[src/rtl/sprite_pkg.sv]
// Shared constants and per-mode slot table for the sprite scheduler.
// Rectangles are half-open [x0,x1) x [y0,y1) in active-pixel coordinates.
package sprite_pkg;

  localparam int MAX_SLOTS = 4;

  localparam logic [23:0] BG_DEFAULT = 24'h150088;
  localparam logic [23:0] BG_MODE2   = 24'h946d29;

  typedef enum logic [2:0] {
    ID_NONE   = 3'd0,
    ID_LOGO   = 3'd1,
    ID_START  = 3'd2,
    ID_PLAYER = 3'd3,
    ID_ROW1   = 3'd4,
    ID_ROW2   = 3'd5,
    ID_ROW3   = 3'd6,
    ID_DICE   = 3'd7
  } sprite_id_e;

  typedef struct packed {
    logic       valid;
    sprite_id_e id;
    logic [9:0] x0;
    logic [9:0] x1;
    logic [9:0] y0;
    logic [9:0] y1;
  } slot_t;

  function automatic slot_t mk(
    input sprite_id_e  id,
    input int unsigned x0,
    input int unsigned x1,
    input int unsigned y0,
    input int unsigned y1
  );
    slot_t s;
    s.valid = 1'b1;
    s.id    = id;
    s.x0    = 10'(x0);
    s.x1    = 10'(x1);
    s.y0    = 10'(y0);
    s.y1    = 10'(y1);
    return s;
  endfunction

  function automatic slot_t slot_lookup(
    input logic [31:0] mode,
    input logic [1:0]  idx
  );
    slot_t s;
    s = '0;
    unique case (mode)
      32'd0: begin
        unique case (idx)
          2'd0:    s = mk(ID_LOGO, 63, 559, 81, 186);
          2'd1:    s = mk(ID_START, 228, 400, 204, 372);
          default: s = '0;
        endcase
      end
      32'd1: begin
        unique case (idx)
          2'd0:    s = mk(ID_LOGO, 63, 559, 81, 186);
          2'd1:    s = mk(ID_PLAYER, 230, 399, 205, 461);
          default: s = '0;
        endcase
      end
      32'd3: begin
        unique case (idx)
          2'd0: s = mk(ID_ROW1, 18, 617, 18, 97);
          2'd1: s = mk(ID_ROW2, 31, 615, 124, 227);
          2'd2: s = mk(ID_ROW3, 195, 437, 239, 302);
          2'd3: s = mk(ID_DICE, 4, 635, 344, 463);
        endcase
      end
      default: s = '0;
    endcase
    return s;
  endfunction

endpackage

[src/rtl/sprite_slot.sv]
// One sprite window: rectangle hit test plus its running pixel counter.
// The counter advances on every evaluated hit so covered sprites stay unsheared.
module sprite_slot
  import sprite_pkg::*;
#(
  parameter logic [1:0] IDX = 2'd0
) (
  input  logic        clk,
  input  logic        rst,
  input  logic        clr,
  input  logic        eval,
  input  logic [9:0]  x,
  input  logic [9:0]  y,
  input  logic [31:0] mode,
  output logic        hit,
  output sprite_id_e  id,
  output logic [18:0] cnt
);

  slot_t       slot;
  logic [18:0] cnt_d;
  logic [18:0] cnt_q;

  always_comb begin
    slot  = slot_lookup(mode, IDX);
    id    = slot.id;
    hit   = slot.valid
          && (x >= slot.x0) && (x < slot.x1)
          && (y >= slot.y0) && (y < slot.y1);
    cnt_d = cnt_q;
    if (clr) begin
      cnt_d = '0;
    end else if (eval && hit) begin
      cnt_d = cnt_q + 19'd1;
    end
  end

  always_ff @(posedge clk or posedge rst) begin
    if (rst) begin
      cnt_q <= '0;
    end else begin
      cnt_q <= cnt_d;
    end
  end

  assign cnt = cnt_q;

endmodule

[src/rtl/sprite_scheduler.sv]
// Per-pixel sprite scheduler: position tracking, per-frame mode latch,
// slot priority and registered ROM address / sprite ID outputs.
module sprite_scheduler
  import sprite_pkg::*;
(
  input  logic        iVGA_CLK,
  input  logic        reset,
  input  logic        blank_n,
  input  logic        vs,
  input  logic [31:0] mode_in,
  output logic        pix_valid,
  output logic [2:0]  sprite_id,
  output logic [18:0] rom_addr,
  output logic [23:0] bg_bgr,
  output logic        frame_start
);

  logic        eval;
  logic        clr;
  logic [9:0]  x_d, x_q;
  logic [9:0]  y_d, y_q;
  logic [31:0] mode_d, mode_q;
  logic        vs_prev_d, vs_prev_q;
  logic        valid_d, valid_q;
  sprite_id_e  id_d, id_q;
  logic [18:0] addr_d, addr_q;
  logic        fs_d, fs_q;

  logic [MAX_SLOTS-1:0] hit;
  sprite_id_e           ids  [MAX_SLOTS];
  logic [18:0]          cnts [MAX_SLOTS];
  sprite_id_e           win_id;
  logic [18:0]          win_addr;

  // Sync wins over blanking, so a malformed vs/blank_n overlap evaluates nothing.
  assign clr  = ~vs;
  assign eval = vs & blank_n;

  for (genvar g = 0; g < MAX_SLOTS; g++) begin : g_slot
    sprite_slot #(
      .IDX(2'(g))
    ) u_slot (
      .clk (iVGA_CLK),
      .rst (reset),
      .clr (clr),
      .eval(eval),
      .x   (x_q),
      .y   (y_q),
      .mode(mode_q),
      .hit (hit[g]),
      .id  (ids[g]),
      .cnt (cnts[g])
    );
  end

  always_comb begin
    win_id   = ID_NONE;
    win_addr = '0;
    for (int i = MAX_SLOTS - 1; i >= 0; i--) begin
      if (hit[i]) begin
        win_id   = ids[i];
        win_addr = cnts[i];
      end
    end

    x_d = x_q;
    y_d = y_q;
    if (!vs) begin
      x_d = '0;
      y_d = '0;
    end else if (blank_n) begin
      x_d = x_q + 10'd1;
    end else if (x_q != '0) begin
      x_d = '0;
      y_d = y_q + 10'd1;
    end

    mode_d    = vs ? mode_q : mode_in;
    vs_prev_d = vs;
    fs_d      = vs_prev_q & ~vs;
    valid_d   = eval;
    id_d      = eval ? win_id : ID_NONE;
    addr_d    = eval ? win_addr : '0;
  end

  always_ff @(posedge iVGA_CLK or posedge reset) begin
    if (reset) begin
      x_q       <= '0;
      y_q       <= '0;
      mode_q    <= '0;
      vs_prev_q <= 1'b1;
      valid_q   <= 1'b0;
      id_q      <= ID_NONE;
      addr_q    <= '0;
      fs_q      <= 1'b0;
    end else begin
      x_q       <= x_d;
      y_q       <= y_d;
      mode_q    <= mode_d;
      vs_prev_q <= vs_prev_d;
      valid_q   <= valid_d;
      id_q      <= id_d;
      addr_q    <= addr_d;
      fs_q      <= fs_d;
    end
  end

  assign pix_valid   = valid_q;
  assign sprite_id   = id_q;
  assign rom_addr    = addr_q;
  assign frame_start = fs_q;
  assign bg_bgr      = (mode_q == 32'd2) ? BG_MODE2 : BG_DEFAULT;

endmodule

[config.mk]
export PLATFORM = sky130hd
export DESIGN_NAME = sprite_scheduler
export DESIGN_NICKNAME = d
export VERILOG_FILES = /design/src/rtl/sprite_pkg.sv /design/src/rtl/sprite_slot.sv /design/src/rtl/sprite_scheduler.sv
export SDC_FILE = /design/constraint.sdc
export NUM_CORES = 1
export LEC_CHECK = 0
export CORE_ASPECT_RATIO = 0.5
export CORE_MARGIN = 2
export CORE_UTILIZATION = 40
export DETAILED_ROUTE_END_ITERATION = 7
export HOLD_SLACK_MARGIN = 0.05
export PLACE_DENSITY = 0.64
export SLEW_MARGIN = 25
export SYNTH_ARGS = -nofsm -noshare
export SYNTH_HDL_FRONTEND = slang
export SYNTH_SLANG_ARGS = --single-unit
export TNS_END_PERCENT = 10
[constraint.sdc]
create_clock -name iVGA_CLK -period 7.4 [get_ports iVGA_CLK]
set_input_delay 1.48 -clock iVGA_CLK [delete_from_list [all_inputs] [get_ports iVGA_CLK]]
set_output_delay 1.48 -clock iVGA_CLK [all_outputs]
set_load 0.01 [all_outputs]
==> out/results.txt, run 1 <==
The filler cells instantiated in the layout total 2162. The tools report the clock buffer count from CTS as 17. The tree is rooted in a sky130_fd_sc_hd__clkbuf_16.

The buffering stage count on the worst path with inverters included is 0, and the post-synthesis to final-layout area growth is 15.54%. The number of buffer cells added on primary ports was 69; the reg2reg setup slack was 2040 ps. No sink is reached through more buffers than the 2 on the longest clock path.

In this run, synthesis produced a sequential element count of 153. In the final routed layout, each cell accounts on average for 18.95 um. Walking the worst path, the cells encountered are nor4_1 -> nand4_1 -> nor3_1 -> nand2_1 -> ha_1 -> or3_4 -> a2111oi_4 -> o311ai_1 -> nor3_1 -> o211a_1 -> a211oi_1 -> a211oi_1.

The total wire length came out at 25.74 mm. Hold is met by 489.4 ps. The critical path start-end classification was reg -> reg. The number of iterations in the first detailed-routing pass came out at 7.

Dividing the synthesized area by the synthesized cell count gives 9.563 sq um. After clock tree synthesis, the repair step resized 0 gates. For the starting density of the core, the log shows 41.19%. In this run the worst path has a maximum fanout of 18. For the H-tree depth reported by CTS, the log shows 4.

The tools report the category of the worst setup path capture point as a flop. The worst IR drop on VDD is 0.1295 mV. After the first detailed-routing iteration, the DRC count stood at 623.

The leftover overflow at the end of global routing came out at 0. Final period utilization: 72.45%. Summing internal, switching and leakage power gives 1.976 mW. In the routed layout, each cell is associated on average with a via count of 5.946. OpenSTA, run right after detailed placement, puts the worst setup slack at 1901 ps. The worst hold path begins at g_slot[0].u_slot.cnt[18]. The floorplan die width is 221.8 um. The checks that failed: DRC.

Summing over every cut layer, the via total after detailed routing is 8074. For the number of slew-limit violations in the final report, the log shows 0. After detailed placement, the total cell area comes to 10340 sq um. Across every metal layer, demand over resource in global routing totals 21.24%. The die extent in y was 112.9 um. The first global-routing pass estimated 42.32 mm of wire. The top cell types in the final layout, fill and taps aside, are sky130_fd_sc_hd__dfrtp_1 (152), sky130_fd_sc_hd__ha_1 (79), sky130_fd_sc_hd__nand2_1 (73), sky130_fd_sc_hd__clkdlybuf4s50_1 (68), sky130_fd_sc_hd__o21ai_0 (65). Pin placement for this block handled 84 I/O pins. For this run, design rule violations remaining after detail routing come to 4. The arrival time at the worst endpoint is 5700 ps, and the synthesis warning total is 0.

The multi-input combinational cells in the finished layout cover a total of 5259 sq um. The clock net in this run drives a total of 153 sinks. The accumulated negative setup slack came out at 0 ps.

Setup violations remaining at the end of the flow were counted as 0. Leaving out fill and tap cells, the most frequent cell in the layout is sky130_fd_sc_hd__dfrtp_1. Power spread over the standard cell area amounts to 180.3 nW/um^2.

For the worst-skew pair, the clock arrives at the later sink with an insertion delay of 440 ps. Sequential cells were found to cover 40.37% of the synthesized design area. The worst register-to-register path has a depth of 12.

The finished layout cell area was 10960 sq um. TritonCTS built the clock tree. Among all flip-flop cells after synthesis, the most frequent one is sky130_fd_sc_hd__dfrtp_1. Across the run, the number of max-cap violations was 0. The number of antenna violations at the first check in global routing was 0; the number of post-CTS setup repair buffers was 0. The capture instance of the worst register-to-register path was sprite_id[0].

Grouping stages by cell kind, the critical path spends the most delay in simple AND/OR/NAND/NOR gates. The cell count after synthesis came out at 992. The cell area that synthesis handed to floorplanning was 9487 sq um.

Registers take 3830 sq um. For this design, the CTS-stage hold fixing added 0 buffers. After the last flow step, the layout net total stands at 1153.

The flow ran to the end, but the final reports show violations. Setup repair after global routing left no endpoint under its margin. The fraction of synthesis flops using an asynchronous set or reset pin came out at 100.0%.

The maximum number of pins on one net before global-route repair is 114, and the share of post-route cells with drive strength above 1 is 8.278%. The clock period could shrink to 5362 ps. The delay of the slowest cell on the worst path came out at 720 ps. STA classifies the critical path startpoint as a flop. The number of cells on the worst hold path is 1, and the tightest slew margin relative to the limit is 37.06%. The tightest min-delay check is of the reg -> reg type. In this run the core area contains 39 standard-cell rows.

Clock-pin slew was measured on the worst setup and hold paths at 60 ps. The actual transition at the worst max-transition pin works out to 936.9 ps. For hold timing, the worst endpoint is g_slot[0].u_slot.cnt[18]. The achievable frequency was 186.5 MHz; the number of nets with antenna violations after routing was 0.

The HPWL after detailed placement came out at 17.99 mm. The area of the placeable core was 23030 sq um. The congestion estimate from routability-driven global placement came to 0.8770.

The final count of hold timing violations came out at 0. 0 antenna diodes ended up in the layout. The synthesized design contains 0 enable-type register cells. For the via count of the first global-routing pass, the log shows 7962. The tools report the distinct cell type count of the synthesized netlist as 66.

The run gives 25040 sq um as the area of the die. Among all stages on the critical path, the largest delay is contributed by sky130_fd_sc_hd__nor3_1. After layout, the worst setup slack is 2038 ps. The startpoint of the worst-slack reg-to-reg timing path is mode_q[25]. Counting buffers and inverters, the worst setup path is 12 cells deep. The analysis attributes to cell leakage a power of 4.514 nW.

The worst setup skew after layout was 13.97 ps; the critical path required time was 7740 ps.
==> worst max path at each step <==
stage / slack, ps / to / startpoint
floorplan: 1800 / frame_start / reset
detailed placement: 1900 / rom_addr[17] / mode_q[25]
CTS: 1850 / rom_addr[8] / mode_q[25]
global placement: 2260 / rom_addr[16] / mode_q[25]
global route: 1660 / rom_addr[8] / mode_q[25]
finish: 2040 / sprite_id[0] / mode_q[25]
==> metal layers <==
metal,track usage [%],part of all wire (%)
met1,28.43,45
met2,34.76,47
met3,3.843,5.5
met4,7.838,2.3
met5,0,0
==> sequential cells by signal, summed over array words and instances, names as in the netlist <==
name and cells:
sprite_id 3, g_slot.u_slot.cnt 76, frame_start 1, pix_valid 1, mode_q 32, y_q 10
vs_prev_q 1, x_q 10, rom_addr 19
==> worst reg2reg max path: stages (launching register included) <==
cell and delay [ps]:
sky130_fd_sc_hd__dfrtp_1 380, sky130_fd_sc_hd__nor4_1 410, sky130_fd_sc_hd__nand4_1 310, sky130_fd_sc_hd__nor3_1 460
sky130_fd_sc_hd__nand2_1 550, sky130_fd_sc_hd__ha_1 440, sky130_fd_sc_hd__or3_4 360, sky130_fd_sc_hd__a2111oi_4 350
sky130_fd_sc_hd__o311ai_1 170, sky130_fd_sc_hd__nor3_1 720, sky130_fd_sc_hd__o211a_1 710, sky130_fd_sc_hd__a211oi_1 170
sky130_fd_sc_hd__a211oi_1 260
==> cell type report <==
class	count	area share, %
Clock buffer	20	4.075
Clock inverter	12	1.495
Inverter	37	1.336
Multi-Input combinational cell	754	47.98
Sequential cell	153	34.94
Tap cell	307	3.505
Timing Repair Buffer	75	6.667
==> synth_stat cells (all sizes together), types with 5 or more instances <==
| library cell | instances | share of area, % |
|---|---|---|
| mux2i | 14 | 1.5 |
| nor2b | 7 | 0.46 |
| nand3b | 5 | 0.40 |
| or3 | 28 | 2.0 |
| clkbuf | 26 | 1.0 |
| nor2 | 48 | 1.9 |
| nand2b | 13 | 0.86 |
| o31ai | 13 | 1.0 |
| o311ai | 5 | 0.46 |
| o211ai | 7 | 0.55 |
| a21oi | 56 | 3.0 |
| nand3 | 47 | 2.5 |
| and4 | 6 | 0.55 |
| nor4 | 23 | 1.5 |
| xnor2 | 14 | 1.3 |
| nand2 | 73 | 2.9 |
| o21a | 9 | 0.71 |
| nand4 | 34 | 2.2 |
| inv | 36 | 1.4 |
| nor3 | 16 | 0.95 |
| ha | 79 | 10 |
| buf | 34 | 2.3 |
| mux2 | 32 | 3.8 |
| a2111oi | 6 | 0.75 |
| xor2 | 16 | 1.5 |
| dfrtp | 152 | 40 |
| o21ai | 65 | 3.4 |
| or4 | 14 | 1.1 |
| a211o | 5 | 0.46 |
| and3 | 21 | 1.4 |
| a211oi | 5 | 0.40 |
| a22oi | 34 | 2.7 |
==> report_power, final <==
| part | switching, mW | leakage (nW) | internal (mW) |
|---|---|---|---|
| Clock | 0.382 | 0.284 | 0.545 |
| Sequential | 0.0194 | 2.06 | 0.858 |
| Combinational | 0.103 | 2.17 | 0.0687 |
==> metrics by stage <==
step | std cells | utilization (%)
6_report | 1358 | 47.59
5_1_grt | 1358 | 47.59
4_1_cts | 1358 | 47.54
3_5_place_dp | 1326 | 44.89
3_3_place_gp | 1326 | 44.87
2_1_floorplan | 1004 | -
==> cell families after synthesis <==
group,synth area share (%)
multiplexers,5.276
AND/OR/NAND/NOR,20.13
AO/OA/AOI/OAI,16.14
buffers and inverters,4.814
flip-flops,40.37
XOR/XNOR,2.770
adder cells (fa/ha/maj),10.42
other,0.07916
(Power assumes the default switching activity.)
==> inputs of run 2 (changes only) <==
--- a/config.mk
+++ b/config.mk
@@ -10,7 +10,7 @@
 export CORE_UTILIZATION = 40
 export DETAILED_ROUTE_END_ITERATION = 7
 export HOLD_SLACK_MARGIN = 0.05
-export PLACE_DENSITY = 0.64
+export PLACE_DENSITY = 0.66
 export SLEW_MARGIN = 25
 export SYNTH_ARGS = -nofsm -noshare
 export SYNTH_HDL_FRONTEND = slang
==> constraint.sdc (replaced) <==
create_clock -name iVGA_CLK -period 4.6 [get_ports iVGA_CLK]
set_input_delay 0.92 -clock iVGA_CLK [delete_from_list [all_inputs] [get_ports iVGA_CLK]]
set_output_delay 0.92 -clock iVGA_CLK [all_outputs]
set_load 0.01 [all_outputs]
==> out/results.txt, run 2 (synthesis gave the netlist of run 1 again) <==
The number of iterations in the first detailed-routing pass was 7 (unchanged); the starting density of the core was 41.19% (unchanged). The actual transition at the worst max-transition pin was 870.8 ps (-66.10 ps). The sequential fraction of design power was 45.4% (+1.0 points); the final layout net count was 1180 (+2.3%).

Number of antenna violations at the first check in global routing: 0 (unchanged). The tools report the leftover overflow at the end of global routing as 0 (unchanged). The final period utilization works out to 93.21% (+21 points).

The number of nets with antenna violations after routing is 0 (unchanged). The slowest stage of the critical path is the sky130_fd_sc_hd__or4_1 cell. The clock transition at the registers of the reported paths is 70 ps (about the same), and the accumulated negative setup slack is 0 ps (unchanged). The area of the placeable core was 23030 sq um (unchanged).

The placer congestion estimate is 0.8739 (-0.35%), and the minimum clock period after layout is 4287 ps (-1074 ps). The number of cells on the worst reg-to-reg path is 16 (+4), and the routed wirelength normalized by instance count is 18.65 um (-1.6%). In the layout the commonest cells are sky130_fd_sc_hd__dfrtp_1 (152), sky130_fd_sc_hd__ha_1 (79), sky130_fd_sc_hd__nand2_1 (72), sky130_fd_sc_hd__clkdlybuf4s50_1 (68), sky130_fd_sc_hd__o21ai_0 (65).

The DRC violation count after routing is 4 (unchanged). The power density relative to cell area came out at 278.2 nW/um^2 (+54%). The switching fraction of total power was 27.06% (+1.5 points). Critical path required time: 4980 ps (-2760 ps). The total number of placement rows is 39 (unchanged), and the internal power is 2.272 mW (+54%). H-tree depth reported by CTS: 4 (unchanged).

The via count was 8049 (-0.31%); the tightest slew margin relative to the limit was 41.95% (+4.9 points). The final count of hold timing violations was 0 (unchanged). The run gives 0 (unchanged) as the antenna diode count. STA classifies the critical path endpoint as a flop.

The tools report the clock latency on the worst-skew pair as 450 ps (about the same). The worst setup path is launched from a flop. Most common cell after layout, fill and taps aside: sky130_fd_sc_hd__dfrtp_1. The peak fanout along the critical path works out to 30 (+12).

For the number of top-level pins, the log shows 84 (unchanged). The tools report the number of slew-limit violations in the final report as 0 (unchanged). The post-synthesis to final-layout area growth is 18.02%, and the total net switching power is 0.8430 mW (+67%).

The run gives 25.84 mm (+0.39%) as the total wire length. The via density per instance works out to 5.812 (-2.3%). For the area of the die, the log shows 25040 sq um (unchanged). The flip-flop count of the largest register after layout is 76 (unchanged), and the clock sink total is 153 (unchanged).

The final count of negative-setup-slack endpoints was 0 (unchanged). The tools report the HPWL after detailed placement as 18.60 mm (+3.4%). The number of cells on the worst hold path came out at 1 (unchanged). The critical path goes through nor4_2 -> nand4_1 -> buf_4 -> nor2_1 -> nand2_1 -> inv_1 -> nand2_1 -> ha_1 -> and4_1 -> nand2_1 -> o221ai_1 -> nand4b_1 -> or3_1 -> buf_4 -> or4_1 -> a21oi_1.

The achievable frequency was 233.2 MHz (+25%); the clock share of power was 45.4% (-1.5 points). The die extent in y was 112.9 um (unchanged). CTS placed an instance of sky130_fd_sc_hd__clkbuf_16 at the clock tree root. The number of hold buffers added after cts was 0 (unchanged). The tools report the leakage dissipation as 4.636 nW (+2.7%). The max capacitance violation total was 0 (unchanged).

The floorplan die width was 221.8 um (unchanged); the maximum number of pins on one net before global-route repair was 75 (-34%). The run finished, with violations left. Global routing usage summed across all routing layers: 21.35% (+0.11 points). The share of post-route cells with drive strength above 1 was 11.32% (+3.0 points); the arrival time at the worst endpoint was 4660 ps (-1040 ps). For the worst setup skew after layout, the log shows 11.71 ps (-2.266 ps). The maximum buffer depth of the clock tree is 2 (unchanged). Post-layout utilization of the core: 48.61% (+1.0 points).

The critical path in this run is classified as reg -> reg. TritonCTS built the clock tree. The number of violations reported at the end of detailed-routing iteration 0 was 568 (-8.8%). For the worst IR drop on VDD, the log shows 0.2069 mV (+60%). Among the stages of the critical path, the cell type that occurs most often is sky130_fd_sc_hd__nand2_1. The run gives 17 (unchanged) as the clock buffer count from CTS. For the logic gate share of total power, the log shows 9.2% (+0.5 points). Setup repair after global routing left no endpoint under its margin.

The tools report the global-route wire length before repair as 42.15 mm (-0.39%). The number of buffer cells added on primary ports was 69 (unchanged). The delay of the slowest cell on the worst path is 520 ps (-200 ps).

The checks that failed: DRC. The via count of the first global-routing pass is 7890 (-0.90%). The worst min-delay path category is reg -> reg.
[run 2: worst paths after layout]
check	end	startpoint	slack (ps)
worst max-delay path	g_slot[1].u_slot.cnt[10]	mode_q[25]	310
worst min-delay path	g_slot[0].u_slot.cnt[18]	g_slot[0].u_slot.cnt[18]	490
worst max register to register	g_slot[1].u_slot.cnt[10]	mode_q[25]	310
worst min register to register	g_slot[0].u_slot.cnt[18]	g_slot[0].u_slot.cnt[18]	490
max in group asynchronous	g_slot[2].u_slot.cnt[2]	reset	2900
min in group asynchronous	g_slot[1].u_slot.cnt[15]	reset	770
[run 2: layer usage]
| metal | GRT usage (%) | vias up | part of all wire, % |
|---|---|---|---|
| li1 | - | 3843 | - |
| met1 | 28.57 | 3977 | 46 |
| met2 | 35.45 | 194 | 48 |
| met3 | 4.181 | 35 | 4.8 |
| met4 | 6.261 | 0 | 1.7 |
| met5 | 0 | - | 0 |
[run 2: through the flow]
step	instances	setup slack [ps]	power, mW	area (sq um)	hold slack [ps]
3_5_place_dp	1349	178.5	1.720	10540	479.3
2_1_floorplan	1004	410.6	1.614	9535	445.9
4_1_cts	1381	171.0	3.131	11120	491.0
3_3_place_gp	1349	239.8	1.711	10530	477.6
5_1_grt	1385	5.537	3.241	11200	512.4
6_report	1385	312.6	3.115	11200	489.5
[run 2: cell type report]
class	instances	area, sq um
Inverter	37	142.6
Clock buffer	18	439.2
Fill cell	2128	11840
Sequential cell	153	3830
Tap cell	307	384.1
Clock inverter	14	141.4
Timing Repair Buffer	102	970.9
Multi-Input combinational cell	754	5288
[run 2: worst max-delay path: cells and delay by family, from the launching register on]
family | cells | cell delay [ps]
simple gates | 10 | 2530
buf+inv | 3 | 660
flops | 1 | 390
fa+ha+maj | 1 | 310
compound gates | 2 | 290
[run 2: repair_timing]
action	4_1_cts	5_1_grt
buffers inserted	0	3
resized for setup	0	7
setup endpoints to repair	0	38
hold endpoints to repair	0	0
[run 2: power groups by stage]
| stage | clock, mW | combinational [mW] | sequential (mW) |
|---|---|---|---|
| 2_1_floorplan | 0 | 0.187 | 1.43 |
| 3_3_place_gp | 0 | 0.275 | 1.44 |
| 3_5_place_dp | 0 | 0.282 | 1.44 |
| 4_1_cts | 1.43 | 0.284 | 1.41 |
| 5_1_grt | 1.50 | 0.323 | 1.42 |
| 6_report | 1.41 | 0.288 | 1.41 |
